File: src/rtl/forex_result_reader_if.sv
// rtl/forex_result_reader_if.sv - host register bus and container path stream bundle
//
// Groups the two traffic paths of the result reader:
//   host side : chipselect, read, write, address[2:0] in; readdata[31:0] out
//   path side : in_valid, in_node[NODE_W], in_last, in_weight[WEIGHT_W] in; in_ready out
// The master modport drives requests and beats. The slave modport is the reader.

interface forex_result_reader_if #(
    parameter int NODE_W   = 6,
    parameter int WEIGHT_W = 32
) ();
    logic                chipselect;
    logic                read;
    logic                write;
    logic [2:0]          address;
    logic [31:0]         readdata;

    logic                in_valid;
    logic [NODE_W-1:0]   in_node;
    logic                in_last;
    logic [WEIGHT_W-1:0] in_weight;
    logic                in_ready;

    modport master (
        output chipselect, read, write, address,
        output in_valid, in_node, in_last, in_weight,
        input  readdata, in_ready
    );

    modport slave (
        input  chipselect, read, write, address,
        input  in_valid, in_node, in_last, in_weight,
        output readdata, in_ready
    );
endinterface

File: src/rtl/forex_result_reader.sv
// rtl/forex_result_reader.sv - buffers a detected negative cycle and returns it to the host
//
// Collects the path of the negative cycle detected by the container, one node
// per beat, into a FIFO. It then lets the host poll status and pop the nodes
// back in arrival order. It also keeps the total cycle weight and flags
// truncation when the path is longer than the buffer.
//
// Ports:
//   clk   : system clock
//   reset : synchronous, active-high reset
//   bus   : slave side of the register bus and the path stream.
//           readdata has a read latency of 1. in_ready is combinational.
// Register map (32-bit):
//   0 STATUS : {16'b0, count[7:0], 4'b0, collecting, empty, overflow, done}
//   1 POP    : head node (zero-extended) in DONE with count>0, else 32'hFFFF_FFFF
//   2 WEIGHT : cycle weight, sign-extended
//   3        : write = clear, read = 0
//   4..7     : read 0

module forex_result_reader #(
    parameter int NODE_W   = 6,
    parameter int WEIGHT_W = 32,
    parameter int DEPTH    = 64
) (
    input  logic                   clk,
    input  logic                   reset,
    forex_result_reader_if.slave   bus
);
    localparam int AW = (DEPTH > 1) ? $clog2(DEPTH) : 1;

    typedef enum logic [1:0] {
        ST_EMPTY = 2'd0,
        ST_FILL  = 2'd1,
        ST_DONE  = 2'd2
    } state_t;

    state_t              state;
    state_t              state_next;
    logic                ready_int;

    logic [NODE_W-1:0]   mem [DEPTH];
    logic [AW-1:0]       rd_ptr;
    logic [AW-1:0]       wr_ptr;
    logic [7:0]          count;
    logic                overflow;
    logic [WEIGHT_W-1:0] weight_reg;
    logic [31:0]         readdata_q;

    logic                clear;
    logic                accept;
    logic                store;
    logic                drop;
    logic                pop_ok;
    logic                pop;
    logic [31:0]         weight_ext;
    logic [31:0]         rd_mux;

    // Clear wins over any beat or pop presented in the same cycle.
    assign clear  = bus.chipselect && bus.write && (bus.address == 3'd3);
    assign accept = bus.in_valid && ready_int;
    assign store  = accept && !clear && (count < 8'(DEPTH));
    // A full buffer still consumes beats so the container can finish the
    // cycle. The tail is lost and the loss is flagged.
    assign drop   = accept && !clear && (count == 8'(DEPTH));
    assign pop_ok = (state == ST_DONE) && (count != 8'd0);
    assign pop    = bus.chipselect && bus.read && (bus.address == 3'd1)
                    && pop_ok && !clear;

    assign weight_ext   = 32'($signed(weight_reg));
    assign bus.in_ready = ready_int;
    assign bus.readdata = readdata_q;

    always_ff @(posedge clk) begin
        if (reset) begin
            state <= ST_EMPTY;
        end else begin
            state <= state_next;
        end
    end

    always_comb begin
        state_next = state;
        ready_int  = 1'b0;
        case (state)
            ST_EMPTY: begin
                ready_int = 1'b1;
                if (bus.in_valid) begin
                    state_next = bus.in_last ? ST_DONE : ST_FILL;
                end
            end
            ST_FILL: begin
                ready_int = 1'b1;
                if (bus.in_valid && bus.in_last) begin
                    state_next = ST_DONE;
                end
            end
            ST_DONE: begin
                // Stays here after the drain so the host can still see done.
                state_next = ST_DONE;
            end
            default: begin
                state_next = ST_EMPTY;
            end
        endcase
        if (clear) begin
            state_next = ST_EMPTY;
        end
        if (reset) begin
            ready_int = 1'b0;
        end
    end

    always_ff @(posedge clk) begin
        if (reset) begin
            rd_ptr     <= '0;
            wr_ptr     <= '0;
            count      <= 8'd0;
            overflow   <= 1'b0;
            weight_reg <= '0;
            readdata_q <= 32'd0;
        end else begin
            if (clear) begin
                // weight_reg survives a clear on purpose. Only reset drops it.
                rd_ptr   <= '0;
                wr_ptr   <= '0;
                count    <= 8'd0;
                overflow <= 1'b0;
            end else begin
                if (store) begin
                    wr_ptr <= wr_ptr + AW'(1);
                    count  <= count + 8'd1;
                end
                if (drop) begin
                    overflow <= 1'b1;
                end
                if (accept && bus.in_last) begin
                    weight_reg <= bus.in_weight;
                end
                // Stores and pops are mutually exclusive by state.
                if (pop) begin
                    rd_ptr <= rd_ptr + AW'(1);
                    count  <= count - 8'd1;
                end
            end
            if (bus.chipselect && bus.read) begin
                readdata_q <= rd_mux;
            end
        end
    end

    always_ff @(posedge clk) begin
        if (store && !reset) begin
            mem[wr_ptr] <= bus.in_node;
        end
    end

    always_comb begin
        rd_mux = 32'd0;
        case (bus.address)
            3'd0: rd_mux = {16'd0, count, 4'd0, (state == ST_FILL),
                            (count == 8'd0), overflow, (state == ST_DONE)};
            3'd1: rd_mux = pop_ok ? 32'(mem[rd_ptr]) : 32'hFFFF_FFFF;
            3'd2: rd_mux = weight_ext;
            default: rd_mux = 32'd0;
        endcase
    end
endmodule

File: src/flat_wrapper.sv
// flat-port wrapper written by rule: the top's interface ports become plain ports
module forex_result_reader_flat 
#(
    parameter int NODE_W   = 6,
    parameter int WEIGHT_W = 32,
    parameter int DEPTH    = 64
)
  (clk, reset, bus_chipselect, bus_read, bus_write, bus_address, bus_in_valid, bus_in_node, bus_in_last, bus_in_weight, bus_readdata, bus_in_ready);
  forex_result_reader_if #(.NODE_W(NODE_W), .WEIGHT_W(WEIGHT_W)) bus_i ();
  input  logic clk;
  input  logic reset;
  input wire logic [$bits(bus_i.chipselect)-1:0] bus_chipselect;
  input wire logic [$bits(bus_i.read)-1:0] bus_read;
  input wire logic [$bits(bus_i.write)-1:0] bus_write;
  input wire logic [$bits(bus_i.address)-1:0] bus_address;
  input wire logic [$bits(bus_i.in_valid)-1:0] bus_in_valid;
  input wire logic [$bits(bus_i.in_node)-1:0] bus_in_node;
  input wire logic [$bits(bus_i.in_last)-1:0] bus_in_last;
  input wire logic [$bits(bus_i.in_weight)-1:0] bus_in_weight;
  output wire logic [$bits(bus_i.readdata)-1:0] bus_readdata;
  output wire logic [$bits(bus_i.in_ready)-1:0] bus_in_ready;
  assign bus_i.chipselect = bus_chipselect;
  assign bus_i.read = bus_read;
  assign bus_i.write = bus_write;
  assign bus_i.address = bus_address;
  assign bus_i.in_valid = bus_in_valid;
  assign bus_i.in_node = bus_in_node;
  assign bus_i.in_last = bus_in_last;
  assign bus_i.in_weight = bus_in_weight;
  assign bus_readdata = bus_i.readdata;
  assign bus_in_ready = bus_i.in_ready;
  forex_result_reader #(.NODE_W(NODE_W), .WEIGHT_W(WEIGHT_W), .DEPTH(DEPTH)) u_core (.clk(clk), .reset(reset), .bus(bus_i));
endmodule
File: config.mk
export PLATFORM = sky130hd
export DESIGN_NAME = forex_result_reader_flat
export DESIGN_NICKNAME = d
export VERILOG_FILES = /design/src/rtl/forex_result_reader_if.sv /design/src/rtl/forex_result_reader.sv /design/src/flat_wrapper.sv
export SDC_FILE = /design/constraint.sdc
export NUM_CORES = 1
export LEC_CHECK = 0
export CORE_MARGIN = 4
export CORE_UTILIZATION = 40
export DETAILED_ROUTE_END_ITERATION = 12
export GPL_ROUTABILITY_DRIVEN = 0
export HOLD_SLACK_MARGIN = 0.12
export PLACE_DENSITY = 0.67
export SLEW_MARGIN = 20
export SYNTH_ARGS = -nofsm -noshare
export SYNTH_HDL_FRONTEND = slang
export SYNTH_SLANG_ARGS = --single-unit
File: constraint.sdc
create_clock -name clk -period 3 [get_ports clk]
set_input_delay 0.6 -clock clk [delete_from_list [all_inputs] [get_ports clk]]
set_output_delay 0.6 -clock clk [all_outputs]
set_load 0.01 [all_outputs]
# ---- Word-level counts from Yosys, hierarchy flattened
# Memories as Yosys holds them, arrays and structs flattened. A register that Yosys moved wholly into a read port is not among the register bits.
# Index checks and enable logic that the tools add are counted.
# W data, S select, Z words.
dict set report word_totals {
  memories 1
  in_bits 48
  word_cells 61
  ramBits 384
  ff_bits 87
  out_inout_bits 33
}
# memory words word_bits rd rd_clocked_by_memory_dff write_ports line
set mem_list {}
lappend mem_list {u_core.mem 64 6 1 1 1 forex_result_reader.sv:41} ;# logic [NODE_W-1:0] mem [DEPTH];
dict set report op_classes {
  magnitude_cmp 1
  n_bitwise 1
  n_eq_ne 8
  mux 14
  add_sub_neg 4
  reduce_logical 25
}
# operator n
set op_table {}
lappend op_table {{$pmux W32 S3} 1}
lappend op_table {{$mux W32} 1}
lappend op_table {{$mux W8} 2}
lappend op_table {{$logic_and A1 B1 Y1} 14}
lappend op_table {{$add A6 B1 Y6 const B} 2}
lappend op_table {{$mux W6} 2}
lappend op_table {{$add A8 B1 Y8 const B} 1}
lappend op_table {{$eq A8 B7 Y1 const B} 1}
lappend op_table {{$logic_not A8 Y1} 1}
lappend op_table {{$lt A8 B7 Y1 const B} 1}
lappend op_table {{$reduce_bool A8 Y1} 1}
lappend op_table {{$sub A8 B1 Y8 const B} 1}
lappend op_table {{$eq A3 B2 Y1 const B} 2}
lappend op_table {{$mux W2} 3}
lappend op_table {{$pmux W2 S3} 1}
lappend op_table {{$mux W1} 4}
lappend op_table {{$reduce_and A2 Y1} 2}
lappend op_table {{$reduce_or A2 Y1} 2}
lappend op_table {{$eq A3 B1 Y1 const B} 1}
lappend op_table {{$logic_not A3 Y1} 1}
lappend op_table {{$eq A2 B1 Y1 const B} 1}
lappend op_table {{$eq A2 B2 Y1 const B} 1}
lappend op_table {{$logic_not A1 Y1} 2}
lappend op_table {{$logic_not A2 Y1} 1}
lappend op_table {{4 further kinds} 4}

# ---- Longest topological paths before layout
dict set report depth {
  ltp_word 10
  ltp_mapped 10
}

# ---- Least setup slack after synthesis
# No wires, ideal clock.
dict set report synth_timing {
  kind {flip-flop to flip-flop}
  from {register u_core.count[1]}
  to {register u_core.count[4]}
  stages_incl_launch_ff 10
  setup_time_ns 0.128
  period_less_slack_ns 2.479
  setup_slack_ns 0.521
  t_required_ns 2.872
  arrival_ns 2.352
  path_cell_list {dfxtp_1 > buf_6 > or4_4 > o2111ai_4 > xnor2_1 > ha_1 > or3_1 > o32ai_2 > xnor2_1 > nor2_1}
}
dict set report synth_via {
  elab_chain_len 5
  elab_cells_between_ends 11
  cone_classes {add/sub: 2; order compare: 1; mux: 2; reduce/logical: 6}
}
# element line
set synth_lines {}
lappend synth_lines {{start, declared} forex_result_reader.sv:44} ;# logic [7:0] count;
lappend synth_lines {{start signal, assigned} forex_result_reader.sv:131} ;# count <= count + 8'd1;
lappend synth_lines {{start signal, assigned} forex_result_reader.sv:142} ;# count <= count - 8'd1;
lappend synth_lines {{parallel branches: the longest is 5 deep, another holds $add A8 B1 Y8} --}
# Several ways; the timed one is not identified. The select of a mux whose other input is x is not followed.
# A chain may end at the register's enable or synchronous reset.

# ---- Final worst setup path
dict set report layout_timing {
  from {register u_core.state[1]}
  to {output port bus_in_ready}
}
dict set report layout_via {
  elab_chain_len 4
  elab_cells_between_ends 5
  cone_classes {eq/ne: 1; mux: 2; reduce/logical: 2}
}
# element line
set layout_lines {}
lappend layout_lines {{start, declared} forex_result_reader.sv:37} ;# state_t state;
lappend layout_lines {{start signal, assigned} forex_result_reader.sv:77} ;# state <= state_next;
lappend layout_lines {{$eq A2 B1 Y1 or $logic_not A2 Y1 (tied branches)} forex_result_reader.sv:84} ;# case (state)
lappend layout_lines {{$reduce_or A2 Y1 (no source line) *} --}
lappend layout_lines {{$mux W1 *} forex_result_reader.sv:84}
lappend layout_lines {{$mux W1 *} forex_result_reader.sv:108} ;# if (reset) begin
lappend layout_lines {{end, declared} flat_wrapper.sv:21} ;# output wire logic [$bits(bus_i.in_ready)-1:0] bus_in_ready;
# Mark *: on every way between the ends. The rest lies on a longest branch, timed or not.

==> flow_summary_export.csv <==
group,metric,value,unit
floorplanning,fp.dieW,227,µm
route,dr_total_vias,11900,
sta,fin_crit,2.86,ns
synthesis,yosys_warnings,0,
grt,grt_pass1_vias,11800,
critical_path,cp-start-kind,"flop",
clock_network,cts_made_buffers,48,
clock_network,cts_tree,"yes",
critical_path,crit_slowest_cell,"clkdlybuf4s50_1",
placed_design,io_buffer_count,80,
route,wl_met1,20.9,mm
synthesis,ys_seq_elements,477,
critical_path,cp_common_cell,"nor2_1",
route,wirelength,47.6,mm
route,first_pass_iters,5,
finish,drive_gt1_frac,0.186,
floorplanning,core_area,47000,µm²
route,route.met3.wl,4.00,mm
synthesis,synth.distinct_cells,67,
sta,max_freq,0.350,GHz
critical_path,cp_cell_sequence,"inv_1 -> ha_1 -> nor2_1 -> nor2_1 -> clkdlybuf4s50_1",
min_path,worstHoldPathType,"flop to flop",
route,ant_nets,0,
finish,n_antenna_cell,0,
pwr,power.leakage,7.24,nW
route,dr.first_iter.drc_count,1443,
clock_network,htreeDepth,2,
critical_path,cpLargestDelayFamily,"buffers and inverters",
placed_design,dp_hpwl,31.0,mm
clock_network,cts_hold_buf,0,
critical_path,worstPathBufferInverterCount,2,
clock_network,clock_latency,0.58,ns
sta,setup_violations,0,
sta,maxSlewHeadroom,0.473,
floorplanning,die_area,51500,µm²
grt,grt_max_degree,65,
synthesis,synth_edf_count,384,
sta,holdWs,0.455,ns
synthesis,seq_area_frac_synth,0.699,
finish,nets,1541,
synthesis,synth_fp_nets,1354,
finish,synthToLayoutAreaGrowth,19.0,%
sta,hold_violations,0,
clock_network,ctsResizeCount,0,
finish,seq_area,13400,µm²
critical_path,worstSetupEndpointType,"output pin",
synthesis,synthFlopType,"edfxtp_1",
critical_path,crit_type,"flop to output pin",
critical_path,arrival,2.26,ns
pwr,power.density,587,nW/µm²
route,vias_per_cell,5.57,
route,wl_per_cell,22.3,µm
synthesis,synth-async-reset-ratio,0,
clock_network,cts.path.max_buffers,3,
grt,overflow,0,
synthesis,synthCells,1299,
status,status,"finished, final reports clean",
pwr,peakVddDrop,0.381,mV
sta,fin_skew,0.0155,ns
pwr,total_power,13.4,mW
clock_network,root_buffer,"clkbuf_16",
floorplanning,initial_utilization,0.408,
route,highest_layer,"met4",
synthesis,synthesis.area,19200,µm²
floorplanning,io_pins,81,
critical_path,cp_max_fo,6,
sta,worstMarginPinSlew,0.791,ns
critical_path,required,2.40,ns
grt,grt_pass1_wl,72.4,mm
sta,fin_crit_sh,0.954,
sta,report.final.slew_viol_count,0,
finish,fillCellCount,3910,
route,remaining_drc_errors,0,
finish,multi_input_area,5350,µm²
job,cap_violations,0,
grt,grt.total_usage,0.184,
critical_path,max_stage_delay,0.49,ns
synthesis,syn_area_per_cell,14.8,µm²
sta,tns,0,ns
sta,rsz0062_at_grt,"false",
clock_network,post_cts_buffers,0,
floorplanning,rows,79,
grt,antenna_found_initial,0,
clock_network,clkSinkCount,477,
route,wl_met2,21.6,mm
clock_network,path_clk_slew,0.06,ns
floorplanning,die_h,227,µm
sequential cells by signal (all words and copies together) (netlist names), named ones only:
signal,cells
u_core.mem,384
u_core.bus.readdata,32
u_core.weight_ext,32
u_core.count,8
u_core.rd_ptr,6
u_core.wr_ptr,6
u_core.state,2
u_core.overflow,1
synthesized netlist by cell type, drive strengths merged, types with 5 or more instances:
cell type    n  area (µm²)
nand2b       5        31.3
nand4       11        68.8
buf         47         295
a21oi      113         566
dfxtp       93        1860
edfxtp     384       11500
or3          5        32.5
inv          7        26.3
nor2       132         503
mux2i       93         931
nand2      125         472
nor2b       12        75.1
xnor2        6        52.6
clkbuf      30         113
nand3b       5        37.5
xor2        10        87.6
nor3         9        45.0
nand3       24         120
a22oi       45         338
mux4        53        1190
ha           7        87.6
o21ai       12        63.8
per-stage QoR:
step            util  setup slack [ns]  instances  cell area, µm²
2_1_floorplan      -             0.521       1299           19200
3_3_place_gp   0.454            0.0508       2043           21300
3_5_place_dp   0.454          -0.00194       2043           21300
4_1_cts        0.486             0.122       2133           22800
5_1_grt        0.486            0.0205       2133           22800
6_report       0.486             0.139       2133           22800
metal layers:
metal	global-route usage	vias up
met5	0	-
met4	0.0501	0
met3	0.0370	67
met2	0.285	548
met1	0.267	5942
li1	-	5320
kinds of logic (layout without fill, tap and decap cells):
family                     count (synthesis)  in the layout  share of synthesized area
buffers and inverters                     84            311                     0.0227
DFF                                      477            477                      0.699
adders and majority gates                  7              7                    0.00457
and+or+nand+nor                          353            353                     0.0827
AOI/OAI and AO/OA                        213            213                     0.0712
xor gates and xnor gates                  16             16                    0.00731
muxes                                    149            149                      0.113
worst reg2reg max path, delay by kind of cell, from the launching register on:
kind,cells,cell delay (ns)
AO/OA/AOI/OAI,3,1.11
AND/OR/NAND/NOR,1,0.16
buffers and inverters,2,0.57
multiplexers,1,0.15
flip-flops,1,0.68
layout by cell type, fill, tap and decap left out, types with 4 or more instances in the layout:
cell	count
edfxtp_1	384
buf_4	133
nor2_1	131
nand2_1	124
a21oi_1	113
mux2i_1	93
dfxtp_1	90
clkdlybuf4s50_1	73
mux4_2	53
clkbuf_16	49
a22oi_1	45
nand3_1	24
clkbuf_1	17
nor2b_1	12
nand4_1	11
o21ai_0	10
xor2_1	10
clkinv_1	10
nor3_1	8
inv_1	7
ha_1	7
buf_2	7
xnor2_1	6
nand2b_1	5
nand3b_1	5
clkinv_2	5
a221o_1	4
a41oi_1	4
a22o_1	4
o211ai_1	4
or2_2	4
nor4_1	4
or3_1	4
where the power goes:
group | internal (mW) | switching [mW] | leakage [nW]
clock network | 3.26 | 2.42 | 0.722
registers | 7.18 | 0.0283 | 4.21
logic | 0.177 | 0.330 | 2.31
total | 10.6 | 2.77 | 7.24
cell type report:
cell class                 count  share of cell area
sequential                   477               0.588
clock buffer                  69              0.0584
multi-input combinational    738               0.235
tap                          607              0.0333
inverter                       7             0.00115
timing repair buffer         214              0.0782
clock inverter                21             0.00686
path summary, 6_finish.rpt:
kind                                               end                  start  cells after the start  slack [ns]
worst min register to register   u_core.weight_ext[22]  u_core.weight_ext[22]                      2        0.45
worst max register to register  u_core.bus.readdata[0]                   flop                      7        0.24
worst min-delay path             u_core.weight_ext[22]  u_core.weight_ext[22]                      2        0.45
worst max-delay path                      bus_in_ready        u_core.state[1]                      5        0.14
Note: power is estimated with default switching activity, not from simulation.
